<file path="config.mk">
export PLATFORM = sky130hd
export DESIGN_NAME = attn_working_memory
export DESIGN_NICKNAME = d
export VERILOG_FILES = /design/src/rtl/attn_working_memory_pkg.sv /design/src/rtl/attn_working_memory_wm_lru_store.sv /design/src/rtl/attn_working_memory.sv
export SDC_FILE = /design/constraint.sdc
export NUM_CORES = 1
export LEC_CHECK = 0
export BUFFER_PORTS_ARGS = -buffer_cell sky130_fd_sc_hd__buf_2
export CORE_ASPECT_RATIO = 1.4
export CORE_MARGIN = 3
export CORE_UTILIZATION = 55
export DETAILED_ROUTE_END_ITERATION = 10
export PLACE_DENSITY = 0.82
export SYNTH_ARGS = -nofsm -noshare
export SYNTH_HDL_FRONTEND = slang
export SYNTH_SLANG_ARGS = --single-unit
</file>
<file path="constraint.sdc">
create_clock -name clk -period 4.71 [get_ports clk]
set_input_delay 0.7065 -clock clk [delete_from_list [all_inputs] [get_ports clk]]
set_output_delay 0.7065 -clock clk [all_outputs]
set_load 0.02 [all_outputs]
</file>
<file path="src/rtl/attn_working_memory_pkg.sv">
// Shared types for the attention working memory: widths, winner codes,
// store entry layout and the FSM state encoding.
// Optional macro WM_DECAY_EN adds a per-entry lifetime counter.
package pst_pkg;

  localparam int unsigned WIN_W = 3;
  localparam int unsigned REL_W = 8;
`ifdef WM_DECAY_EN
  localparam int unsigned LIFE_W = 8;
`endif

  // Winner pair codes; 6..7 are illegal
  typedef enum logic [WIN_W-1:0] {
    W_AB = 3'd0,
    W_AC = 3'd1,
    W_AD = 3'd2,
    W_BC = 3'd3,
    W_BD = 3'd4,
    W_CD = 3'd5
  } winner_e;

  typedef struct packed {
    logic             valid;
    logic [WIN_W-1:0] code;
    logic [REL_W-1:0] rel;
`ifdef WM_DECAY_EN
    logic [LIFE_W-1:0] life;
`endif
  } wm_entry_t;

  typedef enum logic [1:0] {
    S_IDLE   = 2'd0,
    S_SEARCH = 2'd1,
    S_UPDATE = 2'd2
  } wm_state_e;

endpackage

</file>
<file path="src/rtl/attn_working_memory_wm_lru_store.sv">
// LRU-ordered entry store: index 0 is the most recent winner.
// Read port at rd_idx; one update per clock (move-to-front on hit,
// shift-in on miss). With WM_DECAY_EN entries age out after LIFETIME events.
module wm_lru_store
  import pst_pkg::*;
#(
  parameter int unsigned DEPTH = 4
`ifdef WM_DECAY_EN
  , parameter logic [REL_W-1:0] LIFETIME = 8'd32
`endif
) (
  input  logic                         clk,
  input  logic                         rst_n,
  input  logic [$clog2(DEPTH)-1:0]     rd_idx,
  output logic                         rd_valid_c,
  output logic [WIN_W-1:0]             rd_code_c,
  input  logic                         upd_en,
  input  logic                         upd_hit,
  input  logic [$clog2(DEPTH)-1:0]     upd_k,
  input  logic [WIN_W-1:0]             upd_code,
  input  logic [REL_W-1:0]             upd_rel,
  output logic [$clog2(DEPTH+1)-1:0]   count
);

  localparam int unsigned IDX_W = $clog2(DEPTH);
  localparam int unsigned CNT_W = $clog2(DEPTH + 1);

  wm_entry_t            entries_q [DEPTH];
  wm_entry_t            entries_d [DEPTH];
  wm_entry_t            new_e;
  logic [CNT_W-1:0]     count_q;
  logic [CNT_W-1:0]     count_d;

  assign rd_valid_c = entries_q[rd_idx].valid;
  assign rd_code_c  = entries_q[rd_idx].code;
  assign count      = count_q;

  // Next store contents: shift older entries down, write winner at the front
  always_comb begin
    entries_d = entries_q;
    new_e       = '0;
    new_e.valid = 1'b1;
    new_e.code  = upd_code;
    new_e.rel   = upd_rel;
    if (upd_en) begin
      for (int j = 1; j < int'(DEPTH); j++) begin
        if (!upd_hit || IDX_W'(j) <= upd_k) begin
          entries_d[j] = entries_q[j-1];
        end
      end
      entries_d[0] = new_e;
`ifdef WM_DECAY_EN
      for (int j = 1; j < int'(DEPTH); j++) begin
        if (entries_d[j].valid) begin
          if (entries_d[j].life != '1) begin
            entries_d[j].life = entries_d[j].life + LIFE_W'(1);
          end
          if (entries_d[j].life >= LIFETIME) begin
            entries_d[j].valid = 1'b0;
          end
        end
      end
`endif
    end
    count_d = '0;
    for (int j = 0; j < int'(DEPTH); j++) begin
      count_d = count_d + CNT_W'(entries_d[j].valid);
    end
  end

  // Store and occupancy registers
  always_ff @(posedge clk) begin
    if (!rst_n) begin
      entries_q <= '{default: '0};
      count_q   <= '0;
    end else begin
      entries_q <= entries_d;
      count_q   <= count_d;
    end
  end

endmodule

</file>
<file path="src/rtl/attn_working_memory.sv">
// Attention working memory: sequential LRU search of recent winners,
// hit/miss reporting, novelty eta boost on a miss and a stability flag.
// Optional macro WM_DECAY_EN enables entry expiry after LIFETIME events.
module attn_working_memory
  import pst_pkg::*;
#(
  parameter int unsigned      DEPTH       = 4,
  parameter logic [REL_W-1:0] REL_MIN     = 8'd16,
  parameter int unsigned      BOOST_SHIFT = 2,
  parameter int unsigned      STABLE_N    = 4,
  parameter logic [REL_W-1:0] LIFETIME    = 8'd32
) (
  input  logic                        clk,
  input  logic                        rst_n,
  input  logic                        win_valid,
  input  logic [WIN_W-1:0]            winner,
  input  logic [REL_W-1:0]            winner_rel,
  output logic                        busy,
  output logic                        result_valid,
  output logic                        match,
  output logic [$clog2(DEPTH)-1:0]    match_age,
  output logic                        gated,
  output logic [7:0]                  novelty_boost,
  output logic                        stable,
  output logic [$clog2(DEPTH+1)-1:0]  wm_count,
  output logic [7:0]                  drop_cnt
);

  localparam int unsigned IDX_W = $clog2(DEPTH);

  wm_state_e         state_q, state_d;
  logic [IDX_W-1:0]  idx_q, idx_d;
  logic [WIN_W-1:0]  win_q, win_d;
  logic [REL_W-1:0]  rel_q, rel_d;
  logic              hit_q, hit_d;
  logic              busy_q, busy_d;
  logic              rv_q, rv_d;
  logic              match_q, match_d;
  logic [IDX_W-1:0]  age_q, age_d;
  logic              gated_q, gated_d;
  logic [7:0]        boost_q, boost_d;
  logic              stable_q, stable_d;
  logic [2:0]        stab_cnt_q, stab_cnt_d;
  logic [WIN_W-1:0]  prev_q, prev_d;
  logic [7:0]        drop_q, drop_d;

  logic              rd_valid_c;
  logic [WIN_W-1:0]  rd_code_c;
  logic              upd_en;

  wm_lru_store #(
    .DEPTH    (DEPTH)
`ifdef WM_DECAY_EN
    , .LIFETIME (LIFETIME)
`endif
  ) u_store (
    .clk        (clk),
    .rst_n      (rst_n),
    .rd_idx     (idx_q),
    .rd_valid_c (rd_valid_c),
    .rd_code_c  (rd_code_c),
    .upd_en     (upd_en),
    .upd_hit    (hit_q),
    .upd_k      (idx_q),
    .upd_code   (win_q),
    .upd_rel    (rel_q),
    .count      (wm_count)
  );

`ifndef WM_DECAY_EN
  logic unused_lifetime;
  assign unused_lifetime = ^LIFETIME;
`endif

  // Next-state, search step and result computation
  always_comb begin
    state_d    = state_q;
    idx_d      = idx_q;
    win_d      = win_q;
    rel_d      = rel_q;
    hit_d      = hit_q;
    rv_d       = 1'b0;
    match_d    = match_q;
    age_d      = age_q;
    gated_d    = gated_q;
    boost_d    = boost_q;
    stable_d   = stable_q;
    stab_cnt_d = stab_cnt_q;
    prev_d     = prev_q;
    drop_d     = drop_q;
    upd_en     = 1'b0;

    if (win_valid && state_q != S_IDLE && drop_q != 8'hFF) begin
      drop_d = drop_q + 8'd1;
    end

    case (state_q)
      S_IDLE: begin
        if (win_valid) begin
          win_d = winner;
          rel_d = winner_rel;
          if (winner_rel < REL_MIN || winner > W_CD) begin
            rv_d    = 1'b1;
            gated_d = 1'b1;
            match_d = 1'b0;
            boost_d = 8'd0;
          end else begin
            state_d = S_SEARCH;
            idx_d   = '0;
            hit_d   = 1'b0;
          end
        end
      end
      S_SEARCH: begin
        if (rd_valid_c && rd_code_c == win_q) begin
          hit_d   = 1'b1;
          state_d = S_UPDATE;
        end else if (idx_q == IDX_W'(DEPTH - 1)) begin
          hit_d   = 1'b0;
          state_d = S_UPDATE;
        end else begin
          idx_d = idx_q + IDX_W'(1);
        end
      end
      S_UPDATE: begin
        upd_en  = 1'b1;
        rv_d    = 1'b1;
        gated_d = 1'b0;
        match_d = hit_q;
        age_d   = hit_q ? idx_q : '0;
        boost_d = hit_q ? 8'd0 : 8'((8'd255 - rel_q) >> BOOST_SHIFT);
        if (stab_cnt_q != 3'd0 && win_q == prev_q) begin
          stab_cnt_d = (stab_cnt_q != 3'd7) ? stab_cnt_q + 3'd1 : stab_cnt_q;
        end else begin
          stab_cnt_d = 3'd1;
        end
        prev_d   = win_q;
        stable_d = (32'(stab_cnt_d) >= STABLE_N);
        state_d  = S_IDLE;
      end
      default: state_d = S_IDLE;
    endcase

    busy_d = (state_d != S_IDLE);
  end

  // State and registered outputs
  always_ff @(posedge clk) begin
    if (!rst_n) begin
      state_q    <= S_IDLE;
      idx_q      <= '0;
      win_q      <= '0;
      rel_q      <= '0;
      hit_q      <= 1'b0;
      busy_q     <= 1'b0;
      rv_q       <= 1'b0;
      match_q    <= 1'b0;
      age_q      <= '0;
      gated_q    <= 1'b0;
      boost_q    <= '0;
      stable_q   <= 1'b0;
      stab_cnt_q <= '0;
      prev_q     <= '0;
      drop_q     <= '0;
    end else begin
      state_q    <= state_d;
      idx_q      <= idx_d;
      win_q      <= win_d;
      rel_q      <= rel_d;
      hit_q      <= hit_d;
      busy_q     <= busy_d;
      rv_q       <= rv_d;
      match_q    <= match_d;
      age_q      <= age_d;
      gated_q    <= gated_d;
      boost_q    <= boost_d;
      stable_q   <= stable_d;
      stab_cnt_q <= stab_cnt_d;
      prev_q     <= prev_d;
      drop_q     <= drop_d;
    end
  end

  assign busy          = busy_q;
  assign result_valid  = rv_q;
  assign match         = match_q;
  assign match_age     = age_q;
  assign gated         = gated_q;
  assign novelty_boost = boost_q;
  assign stable        = stable_q;
  assign drop_cnt      = drop_q;

endmodule

</file>
==> impl_metrics.yaml <==
status:
  status: "complete, no violations"
global_route:
  grt_pass1_wl_mm: 8.74
  grt_pass1_vias: 1965
  grt-ovfl-total: 0
  track_usage_pct: 20.2
  grt_start_max_net_pins: 45
  antenna_found_initial: 0
drt:
  vias: 1927
  wl_per_cell_um: 13.8
  wl_mm: 4.99
  antenna_left: 0
  drt_pass1_iterations: 4
  routed_via_density: 5.31
  drc: 0
  drt_iter0_drc: 50
timing:
  fin_crit_ns: 2.85
  relSlewSlack_pct: 26.1
  setup_viol: 0
  setup_ws_ns: 1.86
  fmax_ghz: 0.350
  hold_slack_ns: 0.462
  rsz0062_at_grt: "no"
  tightest_slew_ns: 1.11
  fin_tns_setup_ns: 0
  clock_skew_ns: 0.0116
  finalHoldViolations: 0
  slew_violations: 0
  fin_crit_sh_pct: 60.6
placement:
  place.gp.congestion: 0.819
  port_buffers: 35
  dp_cells: 355
  hpwl_mm: 3.63
  pre_cts_slack_ns: 1.87
synthesis:
  yosys_warnings: 0
  synth_ff_type: "dfxtp_1"
  ys_seq_elements: 56
  synth_top_cell_by_area: "dfxtp_1"
  synthTopCellsByArea: "dfxtp_1 (45%), mux2i_1 (7.6%), nor2_1 (6.9%), a21oi_1 (4.0%), ha_1 (4.0%)"
  synthCells: 271
  yosysTopAreaCellShare_pct: 44.8
  syn_avg_cell_area_um2: 9.24
  seq_area_frac_synth_pct: 44.8
  synth_area_mm2: 0.00250
  synth_edf_count: 0
  ys_types: 44
  async_reset_ff_share_pct: 0
clocking:
  htree_levels: 2
  numCtsBuffers: 5
  cts_buffer_depth: 2
  path_clk_slew_ns: 0.10
  postCtsResizedCells: 0
  clk_latency_ns: 0.31
  cts-root-buf: "clkbuf_8"
  cts_tree: "built"
  post_cts_buffers: 0
  hold_buffers: 0
  cts.sinks: 56
pwr:
  p_sw_share_pct: 24.2
  pwr-share-seq_pct: 59.5
  p_switching_mw: 0.201
  ir_drop_mv: 0.253
  p_clk_share_pct: 33.1
  combPwrFrac_pct: 7.4
  power.leakage_nw: 1.15
  internal_power_mw: 0.628
  power_density_mw_per_mm2: 297
  finalPower_mw: 0.829
critical_path:
  arrival_ns: 3.06
  worstReg2RegStart: "idx_q[0]"
  reg2regPathDepth: 9
  cp_max_fo: 10
  reg2reg_to: "u_store.count[1]"
  rrSetupSlack_ns: 1.86
  startpoint_type: "flip-flop"
  critical_path_required_ns: 4.91
  critPathCaptureType: "flip-flop"
  criticalPathCategory: "reg2reg"
die:
  start_util_pct: 58.1
  die_area_mm2: 0.00541
  die_h_um: 85.9
  row_count: 28
  core_mm2: 0.00431
  fp.dieW_um: 63.0
  boundaryPins: 40
hold_path:
  hold_depth: 2
  holdPathEnd: "match_age[0]"
  min_from: "match_age[0]"
  hp-class: "reg2reg"
layout:
  layout.cells.non_filler: 363
  syn_to_final_growth_pct: 11.5
  diodes: 0
  nets: 325
  drive_above_1_share_pct: 20.1
job:
  maxCapViolations: 0
[worst max-delay path, stage by stage, from the launching register on]
cell,delay [ns]
dfxtp_1,0.63
inv_1,0.17
ha_1,0.23
nand2_1,0.12
nand2_1,0.15
mux2_2,0.31
ha_1,0.32
fa_1,0.41
ha_1,0.28
and2_1,0.15
[registers in the layout (all words and copies together), names as in the netlist, 3 cells and up]
signal,cells
rel_q,6
win_q,3
novelty_boost,6
u_store.entries_q,13
prev_q,3
u_store.count,3
drop_cnt,8
[per-layer routing]
metal / wire, um / GRT usage, % / vias to the layer above
li1: - / - / 973
met1: 2040 / 21.0 / 918
met2: 2730 / 39.9 / 29
met3: 162 / 3.54 / 7
met4: 64 / 6.63 / 0
met5: 0 / 0 / -
[metrics by stage]
stage                     utilization [%]  area (um^2)
after floorplan                         -         2510
after global placement               62.6         2700
after detailed placement             62.6         2700
after CTS                            64.8         2790
after global routing                 64.8         2790
final                                64.8         2790
[synthesized netlist by cell type (3+ instances only)]
master,n
nand2b_1,3
a21oi_1,20
mux2_2,4
dfxtp_1,56
nand2_1,21
xor2_1,3
nor2b_1,4
xnor2_1,8
nand3_1,12
nor2_1,46
clkbuf_1,8
and2_1,7
ha_1,8
mux2i_1,19
nor3_1,4
inv_1,8
[final cells by class]
class	count	area, um^2
Fill cell	370	1520
Multi-Input combinational cell	193	1280
Sequential cell	56	1120
Timing Repair Buffer	37	190
Clock buffer	6	82.6
Tap cell	60	75.1
Inverter	9	33.8
Clock inverter	2	13.8
[logic make-up (layout without fill, tap and decap cells)]
| logic type | Yosys count | in the layout | synth area share (%) |
|---|---|---|---|
| and+or+nand+nor | 103 | 103 | 18.3 |
| AOI/OAI and AO/OA | 41 | 41 | 11.2 |
| muxes | 25 | 25 | 11.2 |
| other | 1 | 2 | 0.150 |
| DFF | 56 | 56 | 44.8 |
| buffers and inverters | 23 | 54 | 4.45 |
| xor gates and xnor gates | 13 | 13 | 5.15 |
| adders and majority gates | 9 | 9 | 4.80 |
[placed cells by master, fill, tap and decap left out, types with 2 or more instances in the layout]
cell type  Yosys  final
a211oi_1       2      2
dfxtp_1       56     56
mux4_2         2      2
and2_1         7      7
nand2b_1       3      3
nand2_1       21     21
xnor2_2        2      2
a21oi_2        2      2
o2bb2ai_1      2      2
o21ai_0        2      2
inv_1          8      8
a21oi_1       20     20
buf_2          2     35
buf_4          2      2
o21a_1         2      2
ha_1           8      8
nor2_1        46     46
clkbuf_8       0      6
xnor2_1        8      8
nor3_1         4      4
conb_1         1      2
o21ai_1        2      2
mux2_2         4      4
or2_2          2      2
xor2_1         3      3
nand3_1       12     12
nor2b_1        4      4
mux2i_1       19     19
[worst max-delay path by stage]
stage	startpoint	to	depth (start not counted)	slack [ns]
2_1_floorplan	idx_q[0]	u_store.count[1]	10	2.27
3_3_place_gp	idx_q[0]	u_store.count[1]	9	1.93
3_5_place_dp	idx_q[0]	u_store.count[1]	9	1.87
4_1_cts	idx_q[0]	u_store.count[1]	9	1.82
5_1_grt	idx_q[0]	u_store.count[1]	9	1.69
6_report	idx_q[0]	u_store.count[1]	9	1.86
[power groups by stage]
stage / registers (mW) / clock network, mW / logic, mW
2_1_floorplan: 0.502 / 0 / 0.0481
3_3_place_gp: 0.504 / 0 / 0.0603
3_5_place_dp: 0.504 / 0 / 0.0612
4_1_cts: 0.493 / 0.280 / 0.0618
5_1_grt: 0.495 / 0.296 / 0.0685
6_report: 0.493 / 0.275 / 0.0611
Power figures use the tool's default switching activity.
